File: config.mk
export PLATFORM = sky130hd
export DESIGN_NAME = ps2_device_tx
export DESIGN_NICKNAME = d
export VERILOG_FILES = /design/src/rtl/ps2_device_tx.sv
export SDC_FILE = /design/constraint.sdc
export NUM_CORES = 1
export LEC_CHECK = 0
export BUFFER_PORTS_ARGS = -buffer_cell sky130_fd_sc_hd__buf_4
export CAP_MARGIN = 0
export CORE_MARGIN = 2
export CORE_UTILIZATION = 44
export CTS_CLUSTER_SIZE = 20
export DETAILED_ROUTE_END_ITERATION = 8
export PLACE_DENSITY_LB_ADDON = 0.12
export SYNTH_ARGS = -nofsm -noshare
export SYNTH_HDL_FRONTEND = slang
export SYNTH_SLANG_ARGS = --single-unit
File: constraint.sdc
create_clock -name clock -period 2.36 [get_ports clock]
set_input_delay 0.472 -clock clock [delete_from_list [all_inputs] [get_ports clock]]
set_output_delay 0.472 -clock clock [all_outputs]
set_load 0.02 [all_outputs]
File: src/rtl/ps2_device_tx.sv
// PS/2 device-side endpoint: keyboard end of a PS/2 link.
// Drives the PS/2 clock, sends bytes to the host and receives host commands.
//
// Ports:
//   clock, reset_n        single clock, synchronous active-low reset
//   tx_data/valid/ready   byte stream to send to the host (valid/ready)
//   rx_data/valid/error   host command byte, one-cycle valid/error pulses
//   busy                  a tx or rx frame (or inhibit wait) is in progress
//   ps2_clock_in/ps2_data raw open-collector line levels (asynchronous)
//   ps2_clock_out/data_out 0 pulls the line low, 1 releases it
module ps2_device_tx #(
    parameter int unsigned HALF_BIT    = 2000,
    parameter int unsigned IDLE_CYCLES = 2500,
    parameter bit          AUTO_ACK    = 1'b1
) (
    input  logic       clock,
    input  logic       reset_n,
    input  logic [7:0] tx_data,
    input  logic       tx_valid,
    output logic       tx_ready,
    output logic [7:0] rx_data,
    output logic       rx_valid,
    output logic       rx_error,
    output logic       busy,
    input  logic       ps2_clock_in,
    input  logic       ps2_data,
    output logic       ps2_clock_out,
    output logic       ps2_data_out
);

    typedef enum logic [2:0] {
        IDLE,
        TX_HIGH,
        TX_LOW,
        RX_HIGH,
        RX_LOW,
        RX_ACK,
        INHIBIT
    } state_t;

    localparam logic [7:0] REPLY_ACK    = 8'hFA;
    localparam logic [7:0] REPLY_RESEND = 8'hFE;

    state_t      state;
    logic        clk_meta;
    logic        clk_s;
    logic        dat_meta;
    logic        dat_s;
    logic [31:0] phase_cnt;
    logic [31:0] idle_cnt;
    logic [3:0]  bit_cnt;
    logic [2:0]  blank_cnt;
    logic        ack_low;
    logic        user_full;
    logic [7:0]  user_byte;
    logic        auto_full;
    logic [7:0]  auto_byte;
    logic        cur_auto;
    logic [10:0] tx_frame;
    logic [10:0] rx_bits;

    logic        phase_end;
    logic        idle_ok;
    logic        inhibit;
    logic        rx_good;
    logic [7:0]  pend_byte;
    logic [10:0] next_frame;

    function automatic logic [10:0] make_frame(input logic [7:0] b);
        return {1'b1, ~^b, b, 1'b0};
    endfunction

    // Two-flop synchronizers for the raw line levels.
    always_ff @(posedge clock) begin
        clk_meta <= ps2_clock_in;
        clk_s    <= clk_meta;
        dat_meta <= ps2_data;
        dat_s    <= dat_meta;
    end

    assign phase_end  = (phase_cnt == HALF_BIT - 1);
    assign idle_ok    = (idle_cnt >= IDLE_CYCLES);
    assign pend_byte  = auto_full ? auto_byte : user_byte;
    assign next_frame = make_frame(pend_byte);
    assign tx_ready   = ~user_full;

    // Host holds the clock low while we release it; blank_cnt hides the
    // synchronizer lag right after our own release.
    assign inhibit = (state != IDLE) && (state != INHIBIT) &&
                     ps2_clock_out && (blank_cnt == 3'd0) && !clk_s;

    // Start 0, stop 1, and odd parity across data plus parity bit.
    assign rx_good = !rx_bits[0] && rx_bits[10] && (^rx_bits[9:1]);

    always_ff @(posedge clock) begin
        if (!reset_n) begin
            state         <= IDLE;
            phase_cnt     <= '0;
            idle_cnt      <= '0;
            bit_cnt       <= '0;
            blank_cnt     <= '0;
            ack_low       <= 1'b0;
            user_full     <= 1'b0;
            user_byte     <= '0;
            auto_full     <= 1'b0;
            auto_byte     <= '0;
            cur_auto      <= 1'b0;
            tx_frame      <= '1;
            rx_bits       <= '0;
            rx_data       <= '0;
            rx_valid      <= 1'b0;
            rx_error      <= 1'b0;
            busy          <= 1'b0;
            ps2_clock_out <= 1'b1;
            ps2_data_out  <= 1'b1;
        end else begin
            rx_valid <= 1'b0;
            rx_error <= 1'b0;

            if (tx_valid && !user_full) begin
                user_full <= 1'b1;
                user_byte <= tx_data;
            end

            if (blank_cnt != 3'd0) begin
                blank_cnt <= blank_cnt - 3'd1;
            end

            phase_cnt <= phase_end ? '0 : phase_cnt + 32'd1;

            // Idle time keeps accumulating through INHIBIT so a retained
            // frame restarts as soon as the bus has been quiet long enough.
            unique case (state)
                IDLE: begin
                    if (clk_s && dat_s) begin
                        idle_cnt <= idle_ok ? idle_cnt : idle_cnt + 32'd1;
                    end else begin
                        idle_cnt <= '0;
                    end
                end
                INHIBIT: begin
                    if (clk_s) begin
                        idle_cnt <= idle_ok ? idle_cnt : idle_cnt + 32'd1;
                    end else begin
                        idle_cnt <= '0;
                    end
                end
                default: idle_cnt <= '0;
            endcase

            if (inhibit) begin
                // Pending bytes are only cleared on completion, so an
                // aborted tx frame is resent whole; rx is dropped silently.
                state         <= INHIBIT;
                phase_cnt     <= '0;
                ack_low       <= 1'b0;
                busy          <= 1'b1;
                ps2_clock_out <= 1'b1;
                ps2_data_out  <= 1'b1;
            end else begin
                unique case (state)
                    IDLE: begin
                        phase_cnt <= '0;
                        if (clk_s && !dat_s) begin
                            state         <= RX_HIGH;
                            bit_cnt       <= '0;
                            blank_cnt     <= 3'd4;
                            busy          <= 1'b1;
                            ps2_clock_out <= 1'b1;
                            ps2_data_out  <= 1'b1;
                        end else if ((auto_full || user_full) &&
                                     idle_ok && clk_s && dat_s) begin
                            state         <= TX_HIGH;
                            tx_frame      <= next_frame;
                            cur_auto      <= auto_full;
                            bit_cnt       <= '0;
                            blank_cnt     <= 3'd4;
                            busy          <= 1'b1;
                            ps2_clock_out <= 1'b1;
                            ps2_data_out  <= 1'b0;
                        end
                    end

                    TX_HIGH: begin
                        if (phase_end) begin
                            state         <= TX_LOW;
                            ps2_clock_out <= 1'b0;
                        end
                    end

                    TX_LOW: begin
                        if (phase_end) begin
                            ps2_clock_out <= 1'b1;
                            if (bit_cnt == 4'd10) begin
                                state        <= IDLE;
                                busy         <= 1'b0;
                                ps2_data_out <= 1'b1;
                                if (cur_auto) begin
                                    auto_full <= 1'b0;
                                end else begin
                                    user_full <= 1'b0;
                                end
                            end else begin
                                state        <= TX_HIGH;
                                bit_cnt      <= bit_cnt + 4'd1;
                                blank_cnt    <= 3'd4;
                                ps2_data_out <= tx_frame[bit_cnt + 4'd1];
                            end
                        end
                    end

                    RX_HIGH: begin
                        if (phase_end) begin
                            rx_bits[bit_cnt] <= dat_s;
                            state            <= RX_LOW;
                            ps2_clock_out    <= 1'b0;
                        end
                    end

                    RX_LOW: begin
                        if (phase_end) begin
                            ps2_clock_out <= 1'b1;
                            blank_cnt     <= 3'd4;
                            if (bit_cnt != 4'd10) begin
                                state   <= RX_HIGH;
                                bit_cnt <= bit_cnt + 4'd1;
                            end else if (rx_good) begin
                                state        <= RX_ACK;
                                ack_low      <= 1'b0;
                                ps2_data_out <= 1'b0;
                            end else begin
                                state    <= IDLE;
                                busy     <= 1'b0;
                                rx_error <= 1'b1;
                                if (AUTO_ACK) begin
                                    auto_full <= 1'b1;
                                    auto_byte <= REPLY_RESEND;
                                end
                            end
                        end
                    end

                    RX_ACK: begin
                        if (phase_end) begin
                            if (!ack_low) begin
                                ack_low       <= 1'b1;
                                ps2_clock_out <= 1'b0;
                            end else begin
                                state         <= IDLE;
                                ack_low       <= 1'b0;
                                busy          <= 1'b0;
                                ps2_clock_out <= 1'b1;
                                ps2_data_out  <= 1'b1;
                                rx_valid      <= 1'b1;
                                rx_data       <= rx_bits[8:1];
                                if (AUTO_ACK) begin
                                    auto_full <= 1'b1;
                                    auto_byte <= REPLY_ACK;
                                end
                            end
                        end
                    end

                    INHIBIT: begin
                        phase_cnt <= '0;
                        if (idle_ok) begin
                            state <= IDLE;
                            busy  <= 1'b0;
                        end
                    end

                    default: begin
                        state         <= IDLE;
                        busy          <= 1'b0;
                        ps2_clock_out <= 1'b1;
                        ps2_data_out  <= 1'b1;
                    end
                endcase
            end
        end
    end

endmodule

Word-level counts from Yosys, hierarchy flattened. Cells that the tools add are included.

Word-level logic and storage cells: 215. Bits in registers: 132.

Reductions and logical operators: 46. Magnitude comparators: 4. $add $sub $neg: 4. Bitwise logic cells: 9. Eq/ne operators: 39. Muxes and demuxes: 89.

Operators by type and width (number): 2-to-1 mux 32 bit (3); adder 32 x 1 -> 32 bit (second input constant) (2); case mux 32 bit (2 select lines) (1); 2-to-1 mux 3 bit (19); 2-to-1 mux 8 bit (6); 2-to-1 mux 1 bit (42); inequality test 3 bit (second input constant) (12); equality test 32 x 11 -> 1 bit (second input constant) (1); >= comparator 32 x 12 -> 1 bit (second input constant) (1); inequality test 2 bit (second input constant) (14); 2-to-1 mux 4 bit (6); AND reduction 8 bit (3); case mux 3 bit (7 select lines) (1); AND reduction 10 bit (2); case mux 8 bit (2 select lines) (1); AND reduction 7 bit (2); logical AND 1 bit (13); case mux 4 bit (3 select lines) (1); nonzero test 3 bit (4); bitwise mux 11 bit (1); less-than comparator 4 x 5 -> 1 bit (second input constant) (2); case mux 1 bit (5 select lines) (2); AND reduction 5 bit (2); OR reduction 5 bit (2); other kinds (27) (48).

Logic depth before layout (Yosys ltp). Gate-level depths: netlist (run 1).

Depth in word-level cells: 8. Depth in mapped cells: 9. Gate-level depth less buffers: 8.

Least setup slack after synthesis (run 1). OpenSTA, ideal clock, no wires.

Path type: register to register. Start point: reg bit_cnt[0]. End point: reg ps2_data_out. Slack: 0.296 ns. Buffers on the path: 0. Clock period less this slack: 2.064 ns. Data required time: 2.236 ns. Cell stages (with the launch flop): 8. Arrival: 1.939 ns. Cells stage by stage: dfxtp_1 inv_1 ha_1 mux4_2 a311oi_1 o21ai_0 a21oi_1 mux2i_1.

Longest elaborated chain between the ends: 6.

RTL lines: from (decl) (line 51) `logic [3:0] bit_cnt;`; from (signal assigned) (line 205) `bit_cnt <= bit_cnt + 4'd1;`; from (signal assigned) (line 226) `bit_cnt <= bit_cnt + 4'd1;`; adder 4 x 1 -> 4 bit (line 207) `ps2_data_out <= tx_frame[bit_cnt + 4'd1];`; binary-select mux 1 bit (select 4 bit) (line 207); 2-to-1 mux 1 bit (not written as such) (line 207); 2-to-1 mux 1 bit (line 194) `if (bit_cnt == 4'd10) begin`; 2-to-1 mux 1 bit (line 192) `if (phase_end) begin`; case mux 1 bit (5 select lines) (line 161) `unique case (state)`; to (signal assigned) (line 207); to (decl) (line 28) `output logic ps2_data_out`.

Parallel ways exist; a longest one is shown, timed or not. The select of a mux whose other input is x is not followed. A chain may end at the register's enable or synchronous reset.

Worst setup path in the final report (run 1).
Start point: reg phase_cnt[4]. End point: reg bit_cnt[3].

Longest elaborated chain between the ends: 3.

RTL lines: from (decl) (line 49) `logic [31:0] phase_cnt;`; from (signal assigned) (line 129) `phase_cnt <= phase_end ? '0 : phase_cnt + 32'd1;`; equality test 32 x 11 -> 1 bit * (line 81) `assign phase_end = (phase_cnt == HALF_BIT - 1);`; inequality test 2 bit (no line); AND reduction 7 bit (no line) *.

Mark *: on every way between the ends. The rest lies on a longest branch, timed or not.

==> impl_metrics.ini, run 1 <==
[job]
drv_cap = 0

[grt]
grt_max_degree = 33
grt_pass1_wl_mm = 22.0
track_usage_pct = 19.5
grt_pass1_vias = 4552
overflow = 0
antenna_found_initial = 0

[synth]
synth_compound_area_share_pct = 10.2
syn_area_sq_um = 5820
synth-edff-count = 0
synthSimpleGateAreaFrac_pct = 26.4
ys_types = 68
muxShareOfSynthArea_pct = 6.15
syn_avg_cell_area_sq_um = 8.74
synthFlopType = dfxtp_1
synth-xor-area-share_pct = 8.32
ys_warn_count = 0
synthArstFlopShare_pct = 0
synthCells = 666
syn-num-nets = 688
synth_fa_ha_area_share_pct = 1.93
ys_seq_area_share_pct = 43.3
synth_top_family_by_area = simple AND/OR/NAND/NOR gates
synth.ff_latch_count = 126

[critical_path]
crit_type = reg -> reg
crit_family = simple AND/OR/NAND/NOR gates
critPathMaxStageDelay_ns = 0.46
path_max_fanout = 5
critPathArrivalTime_ns = 2.57
crit_required_ns = 2.71
cp-start-kind = flop
cp.depth = 7
worst-path-buf-inv = 1
setup.worst_path.end_class = flop
crit_chain = nor4_1 -> nand4_1 -> o31ai_2 -> o211ai_1 -> buf_4 -> or3_1 -> a21oi_1
rr_worst_depth = 7
cpMaxStageDelayCell = nor4_1

[finish]
fin_area_sq_um = 6970
final_util_pct = 53.3
drive_gt1_share_pct = 15.1
area_growth_pct = 19.7
mostFrequentLayoutCells = dfxtp_1 (126), nor2_1 (89), nand2_1 (62)
antennaDiodeCount = 0
final_common_cell = dfxtp_1
fillers = 1224
nNetsFinal = 732

[floorplanning]
die_w_um = 119
die_area_sq_um = 14200
ios = 27
core_sq_um = 13100
start_util_pct = 44.5
fp.dieH_um = 119
rows = 42

[hold_path]
worst_hold_path_type = in -> reg
hold_depth = 1

[outcome]
status = finished, final reports clean

[placement]
routabilityCongestion = 0.891
port_buffers = 26
hpwl_mm = 9.26
placed_cell_area_sq_um = 6330

[timing]
drv_slew = 0
max-slew-margin-rel_pct = 63.9
worst_pin_slew_ns = 0.533
hold_viol = 0
skew_ns = 0.00736
final.period_utilization_pct = 94.1
setup_viol = 0
fin_crit_ns = 2.22
max_freq_ghz = 0.450

[route]
wl_per_cell_um = 14.2
routed_wl_mm = 12.8
drtPass1Iterations = 4
ant_nets = 0
via_per_inst = 5.24
drtIter0Drc = 202
drc = 0
vias = 4697

[cts]
cts_hold_buffers = 0
cts_buffers = 17
tritoncts = yes
clock_tree.root_cell = clkbuf_16
clk_path_buf_depth = 2
htree_levels = 4
clk_pin_slew_ns = 0.05
clock-sinks = 126
clock_latency_ns = 0.42

[pwr]
power_uw = 6260
p_per_area_nw_per_um2 = 899
cellLeakagePower_uw = 0.00260
peakVddDrop_mv = 0.612
## worst reg2reg max path: cells and delay by family (launching register included)
family | cells | cell delay (ns)
buf+inv | 1 | 0.19
flops | 1 | 0.34
compound gates | 3 | 0.58
simple gates | 3 | 1.04
## routing by layer
layer | vias to the layer above | wire length (um) | GRT usage (%)
met5 | - | 0 | 0
met4 | 0 | 225 | 8.26
met3 | 17 | 648 | 5.12
met2 | 119 | 5730 | 29.8
met1 | 2167 | 6170 | 25.9
li1 | 2394 | - | -
## area by class of cell
cell class              instances  area, sq um  area share, %
clock buffers                  25          505           7.25
repair buffers                 56          445           6.39
multi-input cells             486         3110           44.6
flip-flops and latches        126         2520           36.2
clock inverters                 5         80.1           1.15
well taps                     176          220           3.16
inverters                      23         86.3           1.24
## where the power goes
part,internal [uW],switching (uW)
Sequential,2220,67.1
Combinational,579,843
Clock,1680,873
## timing repair
action / in CTS / in global routing
resized for setup: 0 / 4
endpoints found under the setup margin: 0 / 12
setup buffers: 0 / 3
## registers in the layout, indices dropped and copies added, names as in the netlist, 4 cells and up
register / cells
idle_cnt: 32
phase_cnt: 32
rx_bits: 11
tx_frame: 10
rx_data: 8
user_byte: 8
bit_cnt: 4
## path summary, 6_finish.rpt
kind	start	end	slack [ns]
min	ps2_data	dat_meta$_DFF_P_	0.16
min reg2reg	dat_meta$_DFF_P_	dat_s$_DFF_P_	0.34
max reg2reg	phase_cnt[4]$_SDFF_PP0_	bit_cnt[3]$_SDFFE_PN0P_	0.14
max	phase_cnt[4]$_SDFF_PP0_	bit_cnt[3]$_SDFFE_PN0P_	0.14
## cell usage after synthesis (3+ instances only)
library cell / count / area [sq um]
dfxtp_1: 126 / 2520
nor2_1: 89 / 334
nand2_1: 62 / 233
xnor2_1: 34 / 298
a21oi_1: 31 / 155
mux2i_1: 29 / 290
clkbuf_1: 23 / 86.3
inv_1: 23 / 86.3
nand3_1: 21 / 105
and2_1: 20 / 125
nor3_1: 19 / 95.1
o21ai_0: 19 / 95.1
xor2_1: 16 / 140
nor4_1: 14 / 87.6
o211ai_1: 14 / 105
or3_1: 11 / 68.8
nand4_1: 10 / 62.6
ha_1: 9 / 113
and3_1: 8 / 50.1
nand2b_1: 8 / 50.1
or4_1: 6 / 45.0
a211oi_1: 5 / 37.5
and4_1: 4 / 35.0
buf_1: 4 / 15.0
nor2b_1: 4 / 25.0
buf_2: 3 / 15.0
o21ai_1: 3 / 15.0
## cell families after synthesis
group	after synthesis
flops	126
xor+xnor	52
compound gates	93
simple gates	299
mux	33
buf+inv	54
fa+ha+maj	9
## metrics by stage
step	setup TNS [ns]	instances	worst slack, ns	hold WS [ns]
final	0	897	0.139	0.163
after floorplan	0	666	0.296	0.310
after detailed placement	0	864	0.0849	0.326
after CTS	0	894	0.0520	0.144
after global routing	-0.00492	897	-0.00492	0.142
after global placement	0	864	0.161	0.317
No activity file was read; power rests on OpenSTA's default activity.
==> inputs of run 2 (changes only) <==
CORE_MARGIN = unset   (was 2)
CORE_UTILIZATION = 60   (was 44)
==> run 2 against run 1 <==
Register-to-register slack about the same. Critical path depth up 1. Clock skew up 0.0033 ns. Worst hold slack worse by 0.10 ns. Wire length about the same. Critical path type unchanged. Non-clock buffer count down 5. First-iteration DRC count up 53%. Via count up 2.3%. Die area down 29%.
==> impl_metrics.ini, run 2 (synthesis gave the netlist of run 1 again) <==
[outcome]
status = finished, final reports clean

[finish]
area_growth_pct = 19.0
layout.cells.non_filler = 847
drive_gt1_share_pct = 15.0
final_common_cell = dfxtp_1
top_regs = idle_cnt (32), phase_cnt (32), rx_bits (11)
mostFrequentLayoutCells = dfxtp_1 (126), nor2_1 (89), nand2_1 (62)
nNetsFinal = 727
antennaDiodeCount = 0
final_util_pct = 74.3

[route]
wl_met1_mm = 6.15
top_layer = met4
wl_per_cell_um = 15.1
routed_wl_mm = 12.8
drtIter0Drc = 310
drc = 0
via_per_inst = 5.67
wl_met3_um = 596
drtPass1Iterations = 5
ant_nets = 0
wl_met2_mm = 5.90
vias = 4804

[grt]
track_usage_pct = 27.3
grt_max_degree = 33
grt_pass1_wl_mm = 21.7
grt_pass1_vias = 4629
antenna_found_initial = 0
overflow = 0

[critical_path]
crit_required_ns = 2.75
cp-start-kind = flop
crit_type = reg -> reg
path_max_fanout = 14
crit_chain = ha_2 -> and4_2 -> and4_1 -> nand3_1 -> buf_4 -> or4_1 -> nand3_1 -> o21ai_1
cpMaxStageDelayCell = or4_1
crit_path_frequent_cell = nand3_1
critPathArrivalTime_ns = 2.60
regToRegSetupSlack_ns = 0.15
setup.worst_path.end_class = flop
critPathMaxStageDelay_ns = 0.54

[timing]
setup_tns_ns = 0
rsz0062_at_grt = false
max-slew-margin-rel_pct = 65.4
drv_slew = 0
skew_ns = 0.0107
final.period_utilization_pct = 93.7
worst_pin_slew_ns = 0.511
fin_crit_ns = 2.21
hold_viol = 0
max_freq_ghz = 0.452
whs_ns = 0.0598
setup_viol = 0

[pwr]
p_per_area_nw_per_um2 = 950
peakVddDrop_mv = 0.636
cellLeakagePower_uw = 0.00261

[placement]
hpwl_mm = 9.16
port_buffers = 26
routabilityCongestion = 0.907
place_inst = 814

[cts]
clk_pin_slew_ns = 0.06
cts_buffers = 17
clock_latency_ns = 0.52
clk_path_buf_depth = 2
htree_levels = 4
clock-sinks = 126
tritoncts = yes
clock_tree.root_cell = clkbuf_8
cts_hold_buffers = 0

[floorplanning]
rows = 35
start_util_pct = 62.4
fp.dieH_um = 101
die_area_sq_um = 10100
ios = 27
die_w_um = 101
core_sq_um = 9330

[hold_path]
worst_hold_path_type = in -> reg

[job]
drv_cap = 0
==> run 2: cell count changes in the layout (fill, tap and decap cells not counted), sizes merged <==
cell	previous run	this run
bufinv	2	5
clkbuf	25	19
clkinvlp	2	0
inv	23	30
buf	56	51
==> run 2: worst max-delay path, delay by kind of cell (launching register included) <==
family | cells | cell delay (ns)
DFF | 1 | 0.36
buffers and inverters | 1 | 0.19
adders and majority gates | 1 | 0.22
AOI/OAI and AO/OA | 1 | 0.07
and+or+nand+nor | 5 | 1.22
==> run 2: metal layers <==
| layer | vias to the layer above | GRT usage, % |
|---|---|---|
| li1 | 2397 | - |
| met2 | 121 | 44.4 |
| met1 | 2271 | 37.1 |
| met4 | 0 | 6.13 |
| met3 | 15 | 6.24 |
| met5 | - | 0 |
==> run 2: metrics by stage <==
step	worst slack (ns)	power, uW	instance area (sq um)
after detailed placement	0.128	3680	6250
after global routing	0.0114	6850	6930
after CTS	0.0999	6570	6910
after global placement	0.213	3650	6250
final	0.148	6580	6930
after floorplan	0.296	3250	5820
==> run 2: timing repair <==
item	CTS	global route
endpoints found under the setup margin	0	8
endpoints found under the hold margin	0	0
gates resized for setup	0	4
buffers inserted	0	1
==> run 2: worst paths after layout <==
path	from	endpoint	cells after the start
setup / recovery	phase_cnt[0]$_SDFF_PP0_	rx_bits[5]$_SDFFE_PN0P_	8
hold / removal	ps2_clock_in	clk_meta$_DFF_P_	1
setup reg to reg	phase_cnt[0]$_SDFF_PP0_	rx_bits[5]$_SDFFE_PN0P_	8
hold reg to reg	dat_meta$_DFF_P_	dat_s$_DFF_P_	0
==> run 2: where the power goes <==
part           internal [uW]  switching (uW)
Combinational            562             797
Sequential              2220             108
Clock                   1880            1010
Total                   4670            1920
==> run 2: cell type report <==
| type | count | area (sq um) |
|---|---|---|
| Multi-Input combinational cell | 486 | 3100 |
| Sequential cell | 126 | 2520 |
| Fill cell | 694 | 2400 |
| Clock buffer | 19 | 432 |
| Timing Repair Buffer | 51 | 395 |
| Clock inverter | 13 | 225 |
| Tap cell | 129 | 161 |
| Inverter | 23 | 86.3 |
==> inputs of run 3 (changes only) <==
CTS_CLUSTER_DIAMETER = 80   (was unset)
clock period = 2.32 ns   (was 2.36 ns; I/O delays follow)
==> run 3 against run 2 <==
Power fell by 1.3%. Wire length rose by 1.3%. Final cell count rose by 0.83%. Global-route usage rose by 0.51 points. Clock-buffer cell count rose by 2. Via count rose by 1.3%. Critical path depth fell by 1. Sequential power barely moved. Combinational power rose by 4%. Clock skew fell by 0.0015 ns. Sequential share of layout area fell by 0.25 points. Core utilization rose by 0.52 points. Largest cell class unchanged.
==> impl_metrics.ini, run 3 (synthesis gave the netlist of run 1 again) <==
[outcome]
status = finished, final reports clean

[route]
via_per_inst = 5.70
wl_per_cell_um = 15.2
drtPass1Iterations = 6
drc = 0
drtIter0Drc = 326
ant_nets = 0
routed_wl_mm = 13.0
vias = 4867

[critical_path]
critPathArrivalTime_ns = 2.69
endpoint = bit_cnt[1]$_SDFFE_PN0P_
crit_required_ns = 2.79
regToRegSetupSlack_ns = 0.09
path_max_fanout = 7
cp-start-kind = flop
timing.rr.end = bit_cnt[1]$_SDFFE_PN0P_
rr_worst_depth = 7
crit_type = reg -> reg
rr_startpoint = idle_cnt[25]$_SDFF_PN0_
setup.worst_path.end_class = flop
cp-startpoint = idle_cnt[25]$_SDFF_PN0_

[timing]
drv_slew = 0
worst_pin_slew_ns = 0.549
rsz0062_at_grt = false
worst_slack_ns = 0.0928
setup_viol = 0
max-slew-margin-rel_pct = 62.8
skew_ns = 0.00919
max_freq_ghz = 0.449
fin_crit_ns = 2.23
hold_viol = 0
final.period_utilization_pct = 96.0
setup_tns_ns = 0

[grt]
antenna_found_initial = 0
grt_max_degree = 33
grt_pass1_wl_mm = 21.7
grt_pass1_vias = 4567
track_usage_pct = 27.8
overflow = 0

[cts]
clock_tree.root_cell = clkbuf_8
clk_pin_slew_ns = 0.06
clock-sinks = 126
clock_latency_ns = 0.53
cts_hold_buffers = 0
tritoncts = yes
cts_buffers = 17
clk_path_buf_depth = 2
htree_levels = 4

[finish]
final_common_cell = dfxtp_1
mostFrequentLayoutCells = dfxtp_1 (126), nor2_1 (89), nand2_1 (62)
antennaDiodeCount = 0
top_regs = idle_cnt (32), phase_cnt (32), rx_bits (11)
drive_gt1_share_pct = 16.4
nNetsFinal = 734
area_growth_pct = 19.8

[floorplanning]
die_area_sq_um = 10100
rows = 35
die_w_um = 101
fp.dieH_um = 101
ios = 27
start_util_pct = 62.4
core_sq_um = 9330

[placement]
port_buffers = 26
routabilityCongestion = 0.938
hpwl_mm = 9.17
post-place-ws_ns = 0.0350

[hold_path]
min-delay-start = ps2_clock_in
worst_hold_path_type = in -> reg

[pwr]
cellLeakagePower_uw = 0.00262
clockPowerShare_pct = 41.9
peakVddDrop_mv = 0.627
p_per_area_nw_per_um2 = 932
intPower_uw = 4580
power.share.combinational_pct = 21.8
p_seq_share_pct = 36.3
switching_power_uw = 1920
switching_share_pct = 29.5

[job]
drv_cap = 0
-- run 3: area by class of cell --
type | instances | area (sq um)
inverters | 23 | 86.3
repair buffers | 58 | 460
fillers | 699 | 2350
well taps | 129 | 161
clock buffers | 21 | 459
flip-flops and latches | 126 | 2520
clock inverters | 11 | 156
multi-input cells | 486 | 3130
-- run 3: repair_timing --
action | in CTS | in global routing
resized for setup | 1 | 8
pin swaps | 0 | 3
buffers inserted | 0 | 2
endpoints found under the setup margin | 1 | 11
-- run 3: worst min-delay path by stage --
stage | end | slack [ns] | cells past startpoint
5_1_grt | dat_meta$_DFF_P_ | 0.03 | 1
4_1_cts | dat_meta$_DFF_P_ | 0.02 | 1
6_report | clk_meta$_DFF_P_ | 0.04 | 1
2_1_floorplan | clk_s$_DFF_P_ | 0.31 | 0
3_5_place_dp | clk_s$_DFF_P_ | 0.31 | 0
3_3_place_gp | clk_s$_DFF_P_ | 0.31 | 0
-- run 3: power groups by stage --
| stage | clock, uW | sequential (uW) | combinational (uW) |
|---|---|---|---|
| CTS | 2760 | 2360 | 1370 |
| finish | 2720 | 2360 | 1420 |
| global route | 2850 | 2370 | 1540 |
| detailed placement | 0 | 2400 | 1350 |
| floorplan | 0 | 2390 | 913 |
| global placement | 0 | 2400 | 1350 |
-- run 3: routing by layer --
metal  up-vias  GRT usage (%)  routed length (um)
li1       2409              -                   -
met1      2290           36.8                6100
met2       147           43.9                5960
met3        21           6.59                 691
met4         0           11.1                 200
met5         -              0                   0
-- run 3: metrics by stage --
step                      hold slack (ns)  area, sq um  utilization, %  total power [uW]  instances
after floorplan                     0.310         5820               -              3300        666
after global placement              0.313         6290            67.5              3760        820
after detailed placement            0.313         6290            67.5              3760        820
after CTS                          0.0247         6910            74.1              6480        852
after global routing               0.0266         6980            74.8              6760        854
final                              0.0416         6980            74.8              6500        854
-- run 3: worst max-delay path: stages, from the launching register on --
cell      delay (ns)
dfxtp_1         0.31
or4_4           0.54
nor2_4          0.16
nand3_4         0.13
o211ai_1        0.42
buf_4           0.20
mux2_2          0.32
nor2_1          0.09
